[config.mk]
export PLATFORM = sky130hd
export DESIGN_NAME = mem_port_arbiter_flat
export DESIGN_NICKNAME = d
export VERILOG_FILES = /design/src/rtl/mem_port_arbiter_if.sv /design/src/rtl/mem_port_arbiter.sv /design/src/flat_wrapper.sv
export SDC_FILE = /design/constraint.sdc
export NUM_CORES = 1
export LEC_CHECK = 0
export ABC_AREA = 1
export CAP_MARGIN = 15
export CORE_AREA = 2 2 56 58
export CTS_CLUSTER_DIAMETER = 150
export CTS_CLUSTER_SIZE = 28
export DETAILED_ROUTE_END_ITERATION = 8
export DIE_AREA = 0 0 58 60
export DONT_BUFFER_PORTS = 1
export PLACE_DENSITY = 0.69
export SYNTH_ARGS = -nofsm -noshare
export SYNTH_HDL_FRONTEND = slang
export SYNTH_SLANG_ARGS = --single-unit
[constraint.sdc]
create_clock -name Clock -period 2.36 [get_ports Clock]
set_clock_uncertainty 0.05 [all_clocks]
set_input_delay 0.708 -clock Clock [delete_from_list [all_inputs] [get_ports Clock]]
set_output_delay 0.708 -clock Clock [all_outputs]
set_load 0.03 [all_outputs]
[src/rtl/mem_port_arbiter_if.sv]
// Bundle of requester and memory signals around the shared memory port.
// The arbiter takes the slave side; requesters and memory drive the master side.
interface mem_port_arbiter_if #(
  parameter int WORD_SIZE = 16
);
  logic                 i_req;
  logic [WORD_SIZE-1:0] i_addr;
  logic                 i_gnt;
  logic                 i_rvalid;
  logic [WORD_SIZE-1:0] i_rdata;

  logic                 d_req;
  logic                 d_we;
  logic [WORD_SIZE-1:0] d_addr;
  logic [WORD_SIZE-1:0] d_wdata;
  logic                 d_gnt;
  logic                 d_rvalid;
  logic [WORD_SIZE-1:0] d_rdata;

  logic                 mem_req;
  logic                 mem_we;
  logic [WORD_SIZE-1:0] mem_addr;
  logic [WORD_SIZE-1:0] mem_wdata;
  logic                 mem_ready;
  logic                 mem_rvalid;
  logic [WORD_SIZE-1:0] mem_rdata;

  modport slave (
    input  i_req, i_addr,
    input  d_req, d_we, d_addr, d_wdata,
    input  mem_ready, mem_rvalid, mem_rdata,
    output i_gnt, i_rvalid, i_rdata,
    output d_gnt, d_rvalid, d_rdata,
    output mem_req, mem_we, mem_addr, mem_wdata
  );

  modport master (
    output i_req, i_addr,
    output d_req, d_we, d_addr, d_wdata,
    output mem_ready, mem_rvalid, mem_rdata,
    input  i_gnt, i_rvalid, i_rdata,
    input  d_gnt, d_rvalid, d_rdata,
    input  mem_req, mem_we, mem_addr, mem_wdata
  );
endinterface

[src/rtl/mem_port_arbiter.sv]
// Shares one single-ported memory between fetch (I) and data (D) requesters.
// Read responses are routed back in order through an owner-tag queue.
module mem_port_arbiter #(
  parameter int WORD_SIZE       = 16,
  parameter int MAX_OUTSTANDING = 4,
  parameter int STARVE_LIMIT    = 3
) (
  input  logic Clock,
  input  logic Reset,
  mem_port_arbiter_if.slave bus,
  output logic [$clog2(MAX_OUTSTANDING):0] outstanding,
  output logic err
);

  localparam int AW = $clog2(MAX_OUTSTANDING);
  localparam int CW = AW + 1;
  localparam int SW = $clog2(STARVE_LIMIT + 1);

  localparam logic [CW-1:0] FULL_CNT   = CW'(MAX_OUTSTANDING);
  localparam logic [SW-1:0] STARVE_MAX = SW'(STARVE_LIMIT);

  logic [MAX_OUTSTANDING-1:0] tag_q;
  logic [AW-1:0]              wr_ptr;
  logic [AW-1:0]              rd_ptr;
  logic [CW-1:0]              count;
  logic [SW-1:0]              starve_cnt;
  logic                       err_q;

  logic full;
  logic empty;
  logic i_ok;
  logic d_ok;
  logic force_i;
  logic d_wins;
  logic sel_i;
  logic sel_d;
  logic push;
  logic pop;
  logic head_tag;

  // Queue status and issue eligibility from registered occupancy
  always_comb begin
    full    = (count == FULL_CNT);
    empty   = (count == '0);
    i_ok    = bus.i_req & ~full;
    d_ok    = bus.d_req & (bus.d_we | ~full);
    force_i = bus.i_req & (starve_cnt >= STARVE_MAX);
    d_wins  = bus.d_req & ~force_i;
  end

  // Pick the issuing requester; fall back to the other if the winner is blocked
  always_comb begin
    sel_i = 1'b0;
    sel_d = 1'b0;
    if (!Reset) begin
      if (d_wins) begin
        if (d_ok)      sel_d = 1'b1;
        else if (i_ok) sel_i = 1'b1;
      end else begin
        if (i_ok)      sel_i = 1'b1;
        else if (d_ok) sel_d = 1'b1;
      end
    end
  end

  // Drive memory request fields and grants from the selection
  always_comb begin
    bus.mem_req   = sel_i | sel_d;
    bus.mem_we    = sel_d & bus.d_we;
    bus.mem_addr  = '0;
    bus.mem_wdata = '0;
    if (sel_d) begin
      bus.mem_addr  = bus.d_addr;
      bus.mem_wdata = bus.d_wdata;
    end else if (sel_i) begin
      bus.mem_addr  = bus.i_addr;
    end
    bus.i_gnt = sel_i & bus.mem_ready;
    bus.d_gnt = sel_d & bus.mem_ready;
  end

  // Route read responses to the owner at the head of the tag queue
  always_comb begin
    push         = bus.i_gnt | (bus.d_gnt & ~bus.d_we);
    pop          = bus.mem_rvalid & ~empty & ~Reset;
    head_tag     = tag_q[rd_ptr];
    bus.i_rvalid = pop & ~head_tag;
    bus.d_rvalid = pop & head_tag;
    bus.i_rdata  = bus.i_rvalid ? bus.mem_rdata : '0;
    bus.d_rdata  = bus.d_rvalid ? bus.mem_rdata : '0;
    outstanding  = count;
    err          = err_q;
  end

  // Owner-tag FIFO: push on granted read, pop on response
  always_ff @(posedge Clock or posedge Reset) begin
    if (Reset) begin
      tag_q  <= '0;
      wr_ptr <= '0;
      rd_ptr <= '0;
      count  <= '0;
    end else begin
      if (push) begin
        tag_q[wr_ptr] <= sel_d;
        wr_ptr        <= wr_ptr + AW'(1);
      end
      if (pop) begin
        rd_ptr <= rd_ptr + AW'(1);
      end
      if (push && !pop) begin
        count <= count + CW'(1);
      end else if (pop && !push) begin
        count <= count - CW'(1);
      end
    end
  end

  // Count consecutive denied fetch cycles, saturating at the limit
  always_ff @(posedge Clock or posedge Reset) begin
    if (Reset) begin
      starve_cnt <= '0;
    end else if (!bus.i_req || bus.i_gnt) begin
      starve_cnt <= '0;
    end else if (starve_cnt != STARVE_MAX) begin
      starve_cnt <= starve_cnt + SW'(1);
    end
  end

  // Sticky flag for a response arriving with no read in flight
  always_ff @(posedge Clock or posedge Reset) begin
    if (Reset) begin
      err_q <= 1'b0;
    end else if (bus.mem_rvalid && empty) begin
      err_q <= 1'b1;
    end
  end

endmodule

[src/flat_wrapper.sv]
// flat-port wrapper written by rule: the top's interface ports become plain ports
module mem_port_arbiter_flat 
#(
  parameter int WORD_SIZE       = 16,
  parameter int MAX_OUTSTANDING = 4,
  parameter int STARVE_LIMIT    = 3
)
  (Clock, Reset, outstanding, err, bus_i_req, bus_i_addr, bus_d_req, bus_d_we, bus_d_addr, bus_d_wdata, bus_mem_ready, bus_mem_rvalid, bus_mem_rdata, bus_i_gnt, bus_i_rvalid, bus_i_rdata, bus_d_gnt, bus_d_rvalid, bus_d_rdata, bus_mem_req, bus_mem_we, bus_mem_addr, bus_mem_wdata);
  mem_port_arbiter_if #(.WORD_SIZE(WORD_SIZE)) bus_i ();
  input  logic Clock;
  input  logic Reset;
  output logic [$clog2(MAX_OUTSTANDING):0] outstanding;
  output logic err;
  input wire logic [$bits(bus_i.i_req)-1:0] bus_i_req;
  input wire logic [$bits(bus_i.i_addr)-1:0] bus_i_addr;
  input wire logic [$bits(bus_i.d_req)-1:0] bus_d_req;
  input wire logic [$bits(bus_i.d_we)-1:0] bus_d_we;
  input wire logic [$bits(bus_i.d_addr)-1:0] bus_d_addr;
  input wire logic [$bits(bus_i.d_wdata)-1:0] bus_d_wdata;
  input wire logic [$bits(bus_i.mem_ready)-1:0] bus_mem_ready;
  input wire logic [$bits(bus_i.mem_rvalid)-1:0] bus_mem_rvalid;
  input wire logic [$bits(bus_i.mem_rdata)-1:0] bus_mem_rdata;
  output wire logic [$bits(bus_i.i_gnt)-1:0] bus_i_gnt;
  output wire logic [$bits(bus_i.i_rvalid)-1:0] bus_i_rvalid;
  output wire logic [$bits(bus_i.i_rdata)-1:0] bus_i_rdata;
  output wire logic [$bits(bus_i.d_gnt)-1:0] bus_d_gnt;
  output wire logic [$bits(bus_i.d_rvalid)-1:0] bus_d_rvalid;
  output wire logic [$bits(bus_i.d_rdata)-1:0] bus_d_rdata;
  output wire logic [$bits(bus_i.mem_req)-1:0] bus_mem_req;
  output wire logic [$bits(bus_i.mem_we)-1:0] bus_mem_we;
  output wire logic [$bits(bus_i.mem_addr)-1:0] bus_mem_addr;
  output wire logic [$bits(bus_i.mem_wdata)-1:0] bus_mem_wdata;
  assign bus_i.i_req = bus_i_req;
  assign bus_i.i_addr = bus_i_addr;
  assign bus_i.d_req = bus_d_req;
  assign bus_i.d_we = bus_d_we;
  assign bus_i.d_addr = bus_d_addr;
  assign bus_i.d_wdata = bus_d_wdata;
  assign bus_i.mem_ready = bus_mem_ready;
  assign bus_i.mem_rvalid = bus_mem_rvalid;
  assign bus_i.mem_rdata = bus_mem_rdata;
  assign bus_i_gnt = bus_i.i_gnt;
  assign bus_i_rvalid = bus_i.i_rvalid;
  assign bus_i_rdata = bus_i.i_rdata;
  assign bus_d_gnt = bus_i.d_gnt;
  assign bus_d_rvalid = bus_i.d_rvalid;
  assign bus_d_rdata = bus_i.d_rdata;
  assign bus_mem_req = bus_i.mem_req;
  assign bus_mem_we = bus_i.mem_we;
  assign bus_mem_addr = bus_i.mem_addr;
  assign bus_mem_wdata = bus_i.mem_wdata;
  mem_port_arbiter #(.WORD_SIZE(WORD_SIZE), .MAX_OUTSTANDING(MAX_OUTSTANDING), .STARVE_LIMIT(STARVE_LIMIT)) u_core (.Clock(Clock), .Reset(Reset), .bus(bus_i), .outstanding(outstanding), .err(err));
endmodule
==> results of run 1 <==
[report_power, final]
part	internal, mW	switching, mW
sequential	0.344	0.127
clock	0.0590	0.0712
combinational	0.449	0.856
total	0.852	1.05
[critical path, cell delays in order, from the launching register on]
cell,delay (ns)
dfrtp_1,0.43
inv_2,0.10
nand2_2,0.06
a21oi_4,0.14
a21oi_4,0.08
nor2_4,0.18
inv_8,0.12
nor2_2,0.13
buf_6,0.14
[per-layer routing]
layer	GRT usage, %	vias up
li1	-	791
met1	32.0	766
met2	48.9	76
met3	3.25	10
met4	6.31	0
met5	0	-
[timing repair]
| action | 4_1_cts | 5_1_grt |
|---|---|---|
| gates cloned | 0 | 1 |
| gates resized for setup | 44 | 25 |
| endpoints found under the setup margin | 68 | 69 |
| buffers inserted | 4 | 3 |
| pin swaps | 4 | 8 |
[area by class of cell]
class	count	area [um2]	share of cell area, %
Clock buffer	3	22.5	0.904
Inverter	65	267	10.7
Multi-Input combinational cell	150	1260	50.6
Tap cell	33	41.3	1.66
Sequential cell	14	350	14.1
Timing Repair Buffer	55	549	22.0
[cells by family (layout without fill, tap and decap cells)]
family	after synthesis	after routing	synth area share (%)
and+or+nand+nor	114	114	34.5
DFF	14	14	24.9
xor gates and xnor gates	4	4	2.49
buffers and inverters	72	123	20.7
adders and majority gates	7	7	6.76
muxes	1	1	0.800
AOI/OAI and AO/OA	24	24	9.87
[state kept, by name (all words and copies together) (netlist names)]
| signal | flops |
|---|---|
| u_core.rd_ptr | 2 |
| u_core.wr_ptr | 2 |
| u_core.tag_q | 4 |
| u_core.err | 1 |
| u_core.outstanding | 3 |
| u_core.starve_cnt | 2 |
[final timing paths]
path	to	depth (start not counted)	from	slack, ns
setup reg to reg	u_core.outstanding[2]	13	u_core.starve_cnt[1]	0.02
min in group Clock	u_core.tag_q[3]	2	u_core.tag_q[3]	0.43
hold reg to reg	u_core.tag_q[3]	2	u_core.tag_q[3]	0.43
max in group asynchronous	u_core.tag_q[2]	3	Reset	1.78
setup / recovery	bus_d_rdata[5]	8	u_core.rd_ptr[0]	-0.07
hold / removal	u_core.rd_ptr[1]	2	Reset	0.29
[cell usage after synthesis]
cell type  instances
nand2_2            6
inv_1             60
xnor2_1            1
a21oi_1            3
o21ai_0           14
nand3_1            6
buf_6              2
fa_1               1
nor2_1            55
nor2_4             1
xor2_1             3
ha_1               6
nand2_1           40
buf_2              4
a21oi_2            1
a31o_2             1
mux2_2             1
nor2_2             1
nand3_2            2
nand2_4            1
inv_2              5
a21oi_4            1
o21ai_1            4
dfrtp_1           14
nand4_1            2
clkbuf_2           1
==> flow_summary.ini, run 1 <==
[placed_design]
placed_cell_area_um2 = 2120
dp_cells = 309
io_buffer_count = 0
dp_hpwl_um = 3830
gp_congestion = 0.753
place_worst_setup_slack_ns = -0.00679

[timing]
setup_viol = 50
rsz0062_at_grt = true
fin_setup_tns_ns = -1.44
worst_pin_slew_ns = 0.295
fin_crit_ns = 2.43
holdWs_ns = 0.292
fin_ws_ns = -0.0711
hold_viol = 0
fmax_mhz = 411
min_period_over_period_pct = 103
relSlewSlack_pct = 80.3
slew_violations = 0

[flow_run]
cap_violations = 0

[detailed_routing]
drt-met1-wl_um = 1840
top_layer = met4
dr_wl_met3_um = 269
drt-initial-drc-count = 39
first_pass_iters = 4
drt_wl_total_um = 5210
via_per_inst = 5.13
final_antenna_net_count = 0
drc = 0
post_drt_wl_per_cell_um = 16.3
wl_met2_um = 2980
routed-via-count = 1643

[finish]
final_layout_size_suffix_gt1_share_pct = 55.1
final_cell_mix = 56 x inv_1, 32 x nor2_4, 28 x nand2_1
final_cell_area_um2 = 2490
diodes = 0
fill_cells = 185
fin_nets = 367
final_cell_count_no_fill = 320
final_common_cell = inv_1
syn2layout_area_growth_pct = 77.0
utilization_pct = 85.8

[yosys]
syn_nets = 314
yosysTopAreaCellShare_pct = 24.9
synth.yosys.seq_area_share_pct = 24.9
synth_cell_types = 26
syn_inst = 236
synth_seq_cells = 14
yosysWarnings = 0
yosysTopAreaCell = dfrtp_1
yosys-top-cells-area = dfrtp_1 25%, inv_1 16%, nor2_1 15%
synth_area_per_cell_um2 = 5.96
syn-cell-area_um2 = 1410

[power_and_ir_drop]
cellPowerDensity_nw_per_um2 = 765
finalPower_mw = 1.91
ir_worst_vdd_mv = 0.835
p_leak_nw = 1.24

[floorplanning]
coreArea_um2 = 2900
dieArea_um2 = 3480
start_util_pct = 48.5
die_y_um = 60
ios = 145
die_w_um = 58
rows = 20

[global_route]
grt_overflow = 0
grt_usage_pct = 26.2
antenna_found_initial = 0
grt_pass1_vias = 1503
grt_max_degree = 18
grt_pass1_wl_um = 7060

[clock_network]
cts-hold-fix-buffers = 0
clock_path_buffers = 2
cts-root-buf = clkbuf_4
clk_pin_slew_worst_paths_ns = 0.08
tritoncts = done
clock_latency_ns = 0.27
htree_levels = 1
clock-sinks = 14
cts-buffers-inserted = 3

[run_status]
status = finished with violations
violations = setup timing

[setup_path]
crit_type = reg -> out
required_ns = 1.60
start_kind = flip-flop
critical_path_peak_fanout = 16
endpoint_kind = output port
crit_arrival_ns = 1.67

[min_path]
hold_class = in -> async
No activity file was read; power rests on OpenSTA's default activity.
==> inputs of run 2 (changes only) <==
CORE_AREA = default   (was 2 2 56 58)
CORE_MARGIN = 2   (was default)
CORE_UTILIZATION = 50   (was default)
CTS_CLUSTER_SIZE = 24   (was 28)
DIE_AREA = default   (was 0 0 58 60)
PLACE_DENSITY = 0.7   (was 0.69)
==> run 2 against run 1 <==
The run still ends with setup timing left. Sequential power is essentially flat. Register-to-register slack worse by 0.06 ns. Via count increased by 12%. Critical path type unchanged. Critical endpoint is now bus_mem_addr[2].
==> flow_summary.ini, run 2 (synthesis results as in run 1) <==
[run_status]
status = finished with violations
violations = setup timing

[min_path]
hold_class = in -> async

[timing]
hold_viol = 0
rsz0062_at_grt = true
worst_pin_slew_ns = 0.327
relSlewSlack_pct = 78.2
fmax_mhz = 395
holdWs_ns = 0.278
setup_viol = 60
fin_crit_ns = 2.53
slew_violations = 0
min_period_over_period_pct = 107
fin_ws_ns = -0.173

[detailed_routing]
final_antenna_net_count = 0
dr_wl_met3_um = 657
drc = 0
drt-initial-drc-count = 88
routed-via-count = 1835
wl_met2_um = 3300
drt-met1-wl_um = 2110
top_layer = met4
via_per_inst = 5.70
drt_wl_total_um = 6380
first_pass_iters = 4
post_drt_wl_per_cell_um = 19.8

[clock_network]
htree_levels = 1
clock_latency_ns = 0.28
cts-buffers-inserted = 3
clock_path_buffers = 2
clk_pin_slew_worst_paths_ns = 0.08
cts-root-buf = clkbuf_4
clock-sinks = 14
tritoncts = done

[finish]
syn2layout_area_growth_pct = 80.1
final_common_cell = inv_1
diodes = 0
largest_reg_flops = 4
utilization_pct = 93.5
final_cell_mix = 56 x inv_1, 35 x buf_6, 34 x nand2_1
fin_nets = 371
final_cell_area_um2 = 2530
final_layout_size_suffix_gt1_share_pct = 55.3
regMostFlops = u_core.tag_q

[power_and_ir_drop]
combPwrFrac_pct = 69.6
cellPowerDensity_nw_per_um2 = 789
power.internal_mw = 0.878
ir_worst_vdd_mv = 1.17
pwr-share-seq_pct = 23.6
p_sw_mw = 1.12
p_leak_nw = 1.26
p_clk_share_pct = 6.8
switching_share_pct = 56.1

[global_route]
grt_pass1_wl_um = 8260
grt_pass1_vias = 1818
grt_overflow = 0
grt_usage_pct = 31.7
grt_max_degree = 18
antenna_found_initial = 0

[setup_path]
start_kind = flip-flop
crit_type = reg -> out
critical_path_peak_fanout = 17
crit_arrival_ns = 1.78
endpoint_kind = output port
required_ns = 1.60

[placed_design]
io_buffer_count = 0
gp_congestion = 0.799
dp_hpwl_um = 3800
placed_cell_area_um2 = 2170

[floorplanning]
dieArea_um2 = 3260
die_w_um = 57.1
start_util_pct = 51.9
ios = 145
rows = 19
die_y_um = 57.1
coreArea_um2 = 2710

[flow_run]
cap_violations = 0
run 2: power groups by stage:
stage	combinational (mW)	clock, mW	sequential, mW
2_1_floorplan	0.838	0	0.506
3_3_place_gp	1.10	0	0.455
3_5_place_dp	1.13	0	0.459
4_1_cts	1.24	0.134	0.458
5_1_grt	1.46	0.139	0.482
6_report	1.39	0.135	0.472
run 2: worst max-delay path: stages, from the launching register on:
cell and delay, ns:
dfrtp_1 0.41, nor2_4 0.18, nand3_1 0.12, nand2_1 0.16, inv_2 0.08, nand2_4 0.14
inv_8 0.08, nand2_1 0.10, o21ai_2 0.07, buf_6 0.14
run 2: timing repair:
| action | CTS | global route |
|---|---|---|
| hold buffers | 0 | 0 |
| gates resized for setup | 42 | 34 |
| setup buffers | 4 | 0 |
| pin swaps | 8 | 5 |
| endpoints found under the setup margin | 61 | 70 |
| cloned | 0 | 1 |
run 2: final timing paths:
path	cells after the start	startpoint	endpoint	slack (ns)
setup / recovery	9	u_core.outstanding[0]	bus_mem_addr[2]	-0.17
hold / removal	2	Reset	u_core.outstanding[2]	0.28
setup reg to reg	10	u_core.outstanding[0]	u_core.outstanding[1]	-0.04
hold reg to reg	2	u_core.tag_q[3]	u_core.tag_q[3]	0.44
max in group asynchronous	2	Reset	u_core.wr_ptr[1]	1.86
min in group Clock	2	u_core.tag_q[3]	u_core.tag_q[3]	0.44
run 2: area by class of cell:
class / instances / area, um2
clock buffer: 3 / 22.5
multi-input combinational: 150 / 1230
sequential: 14 / 350
fill: 95 / 175
timing repair buffer: 59 / 617
tap: 31 / 38.8
inverter: 65 / 272
run 2: per-layer routing:
layer / track usage, % / vias up
met1: 32.6 / 855
met4: 7.97 / 0
met2: 62.4 / 155
li1: - / 791
met5: 0 / -
met3: 8.84 / 34
run 2: through the flow:
stage	setup TNS, ns	setup WS [ns]	power (mW)	instances
finish	-5.16	-0.173	2.00	322
detailed placement	-0.126	-0.0659	1.59	314
global route	-7.48	-0.199	2.08	322
global placement	0	0.0412	1.55	314
CTS	-0.369	-0.0305	1.83	321
floorplan	-3.77	-0.163	1.34	236
==> inputs of run 3 (changes only) <==
CORE_ASPECT_RATIO = 0.7   (was default)
clock period = 2.2 ns   (was 2.36 ns; I/O delays follow)
==> run 3 against run 2 <==
The run now fails in global routing. Synthesized cell count unchanged. Synthesized area unchanged.
==> flow_summary.ini, run 3 <==
[run_status]
status = stopped before the end
haltStage = global routing
stop_error = [ERROR DPL-0038] Utilization greater than 100%, impossible to legalize

[yosys]
yosys.area_share.simple_pct = 34.5
synth.yosys.seq_area_share_pct = 24.9
yosys-top-cells-count = 60 x inv_1, 55 x nor2_1, 40 x nand2_1
yosysTopAreaCell = dfrtp_1
synth-compound-area-share_pct = 9.87
yosysWarnings = 0
synthFlopType = dfrtp_1
async_flop_share_pct = 100
synth-xor-area-share_pct = 2.49
muxShareOfSynthArea_pct = 0.800
synth_edf_count = 0
synth_cell_types = 26
syn-cell-area_um2 = 1410
yosys-top-cells-area = dfrtp_1 25%, inv_1 16%, nor2_1 15%
syn_nets = 314
synth_seq_cells = 14
synthAdderAreaFrac_pct = 6.76
synth_top_family_by_area = simple AND/OR/NAND/NOR gates
yosysTopAreaCellShare_pct = 24.9
synthMostInstantiatedCell = inv_1
synth_area_per_cell_um2 = 5.96
syn_inst = 236

[clock_network]
htree_levels = 1
cts-buffers-inserted = 3
clock-sinks = 14
cts-hold-fix-buffers = 0
cts-root-buf = clkbuf_8
clock_path_buffers = 2

[floorplanning]
ios = 145
rows = 16
die_w_um = 67.4
start_util_pct = 51.3
die_y_um = 48.4

[placed_design]
dp_hpwl_um = 3690
place_worst_setup_slack_ns = -0.0901
io_buffer_count = 0
gp_congestion = 0.720

[global_route]
grt_max_degree = 18

[timing]
endpoint_type = primary output
crit_endpoint = bus_d_rdata[7]
[run 3: timing repair]
item / CTS
gates resized for setup: 54
pin swaps: 7
endpoints found under the setup margin: 71
cloned: 2
buffers inserted: 18
[run 3: through the flow]
step           hold slack, ns  TNS, ns  std cells  cell area [um2]
3_5_place_dp            0.396    -1.10        317             2200
3_3_place_gp            0.393   -0.152        317             2200
2_1_floorplan           0.391    -8.03        236             1820
4_1_cts                 0.127    -4.53        341             2640
[run 3: kinds of logic after synthesis]
group,Yosys count
adder cells (fa/ha/maj),7
AND/OR/NAND/NOR,114
multiplexers,1
AO/OA/AOI/OAI,24
buffers and inverters,72
XOR/XNOR,4
flip-flops,14
==> inputs of run 4 (changes only) <==
CORE_ASPECT_RATIO = default   (was 0.7)
CORE_UTILIZATION = 35   (was 50)
CTS_CLUSTER_DIAMETER = default   (was 150)
CTS_CLUSTER_SIZE = default   (was 24)
PLACE_DENSITY = default   (was 0.7)
PLACE_DENSITY_LB_ADDON = 0.15   (was default)
clock period = 2.85 ns   (was 2.2 ns; I/O delays follow)
==> run 4 against run 3 <==
The flow now finishes without violations.
==> flow_summary.ini, run 4 (synthesis results as in run 1) <==
[setup_path]
crit_type = in -> out
crit_chain = inv_1, nor2_1, nand2_1, inv_2, nand2_4, inv_2, nand2_1, o21ai_1, buf_4
cp_slowest_cell = inv_2
critical_path_peak_fanout = 20
ff2ff_path_depth = 12
start_kind = input port
path_depth = 9
crit_arrival_ns = 1.83
crit_family = buffers and inverters
endpoint_kind = output port
required_ns = 1.95
slowest_delay_ns = 0.25
worst-path-buf-inv = 4

[global_route]
grt_pass1_vias = 1319
grt_pass1_wl_um = 5840
grt_usage_pct = 16.7
grt_max_degree = 21
grt_overflow = 0
antenna_found_initial = 0

[clock_network]
postCtsSetupBuffers = 0
cts-buffers-inserted = 3
clock-sinks = 14
htree_levels = 1
clock_latency_ns = 0.24
cts-root-buf = clkbuf_8
cts-hold-fix-buffers = 0
tritoncts = done
clk_pin_slew_worst_paths_ns = 0.05
clock_path_buffers = 2

[finish]
largest_reg_flops = 4
diodes = 0
fill_cells = 393
final_cell_area_um2 = 2060
syn2layout_area_growth_pct = 46.6
utilization_pct = 52.3
final_layout_size_suffix_gt1_share_pct = 36.0
final_cell_mix = 71 x buf_4, 59 x inv_1, 45 x nor2_1
regMostFlops = u_core.tag_q
fin_nets = 383
final_common_cell = buf_4

[timing]
relSlewSlack_pct = 71.4
worst_pin_slew_ns = 0.429
setup_viol = 0
min_period_over_period_pct = 96.0
fin_crit_ns = 2.74
hold_viol = 0
slew_violations = 0
holdWs_ns = 0.329
rsz0062_at_grt = false
fmax_mhz = 366

[power_and_ir_drop]
finalPower_mw = 1.38
p_leak_nw = 1.26
cellPowerDensity_nw_per_um2 = 671
ir_worst_vdd_mv = 0.230

[detailed_routing]
drt_wl_total_um = 3920
via_per_inst = 4.39
post_drt_wl_per_cell_um = 11.1
routed-via-count = 1550
first_pass_iters = 4
drc = 0
final_antenna_net_count = 0
drt-initial-drc-count = 28

[floorplanning]
dieArea_um2 = 4540
die_w_um = 67.4
coreArea_um2 = 3940
ios = 145
die_y_um = 67.4
start_util_pct = 35.7
rows = 23

[flow_run]
cap_violations = 0

[placed_design]
io_buffer_count = 0
dp_hpwl_um = 3410
gp_congestion = 0.765
placed_cell_area_um2 = 2020

[min_path]
hold_class = in -> async

[run_status]
status = finished, final reports clean
-- run 4: through the flow --
stage / instances / setup TNS (ns) / worst slack [ns]
final: 353 / 0 / 0.115
after global routing: 353 / 0 / 0.0142
after CTS: 353 / 0 / 0.0626
after detailed placement: 350 / 0 / 0.125
after global placement: 350 / 0 / 0.133
after floorplan: 236 / -1.88 / -0.0745
-- run 4: worst paths after layout --
path | startpoint | end | slack [ns]
max | bus_d_req | bus_mem_addr[12] | 0.11
min | Reset | u_core.wr_ptr[1] | 0.33
max reg2reg | u_core.starve_cnt[0] | u_core.outstanding[2] | 0.54
min reg2reg | u_core.tag_q[0] | u_core.tag_q[0] | 0.42
max in group asynchronous | Reset | u_core.outstanding[1] | 2.05
min in group Clock | u_core.tag_q[0] | u_core.tag_q[0] | 0.42
-- run 4: layer usage --
metal  wire, um  track usage, %
met4         12            3.83
met1       1580            18.9
met2       2070            32.9
met3        258            2.17
met5          0               0
-- run 4: where the power goes --
part           total [mW]  internal, mW  switching, mW
Sequential          0.401         0.287          0.114
Combinational       0.830         0.289          0.541
Clock               0.153        0.0930         0.0600
-- run 4: area by class of cell --
| class | instances | area [um2] | share of cell area (%) |
|---|---|---|---|
| clock buffers | 3 | 41.3 | 2.00 |
| well taps | 50 | 62.6 | 3.03 |
| inverters | 65 | 248 | 12.0 |
| flip-flops and latches | 14 | 352 | 17.0 |
| repair buffers | 71 | 533 | 25.8 |
| multi-input cells | 150 | 827 | 40.1 |
-- run 4: worst register-to-register path: cells and delay by family, from the launching register on --
| family | cells | cell delay, ns |
|---|---|---|
| flip-flops | 1 | 0.39 |
| AND/OR/NAND/NOR | 3 | 0.33 |
| AO/OA/AOI/OAI | 3 | 0.32 |
| adder cells (fa/ha/maj) | 3 | 0.77 |
| XOR/XNOR | 1 | 0.16 |
| buffers and inverters | 2 | 0.16 |
-- run 4: timing repair --
| action | 4_1_cts | 5_1_grt |
|---|---|---|
| resized for setup | 0 | 1 |
| setup endpoints to repair | 0 | 20 |
| hold endpoints to repair | 0 | 0 |
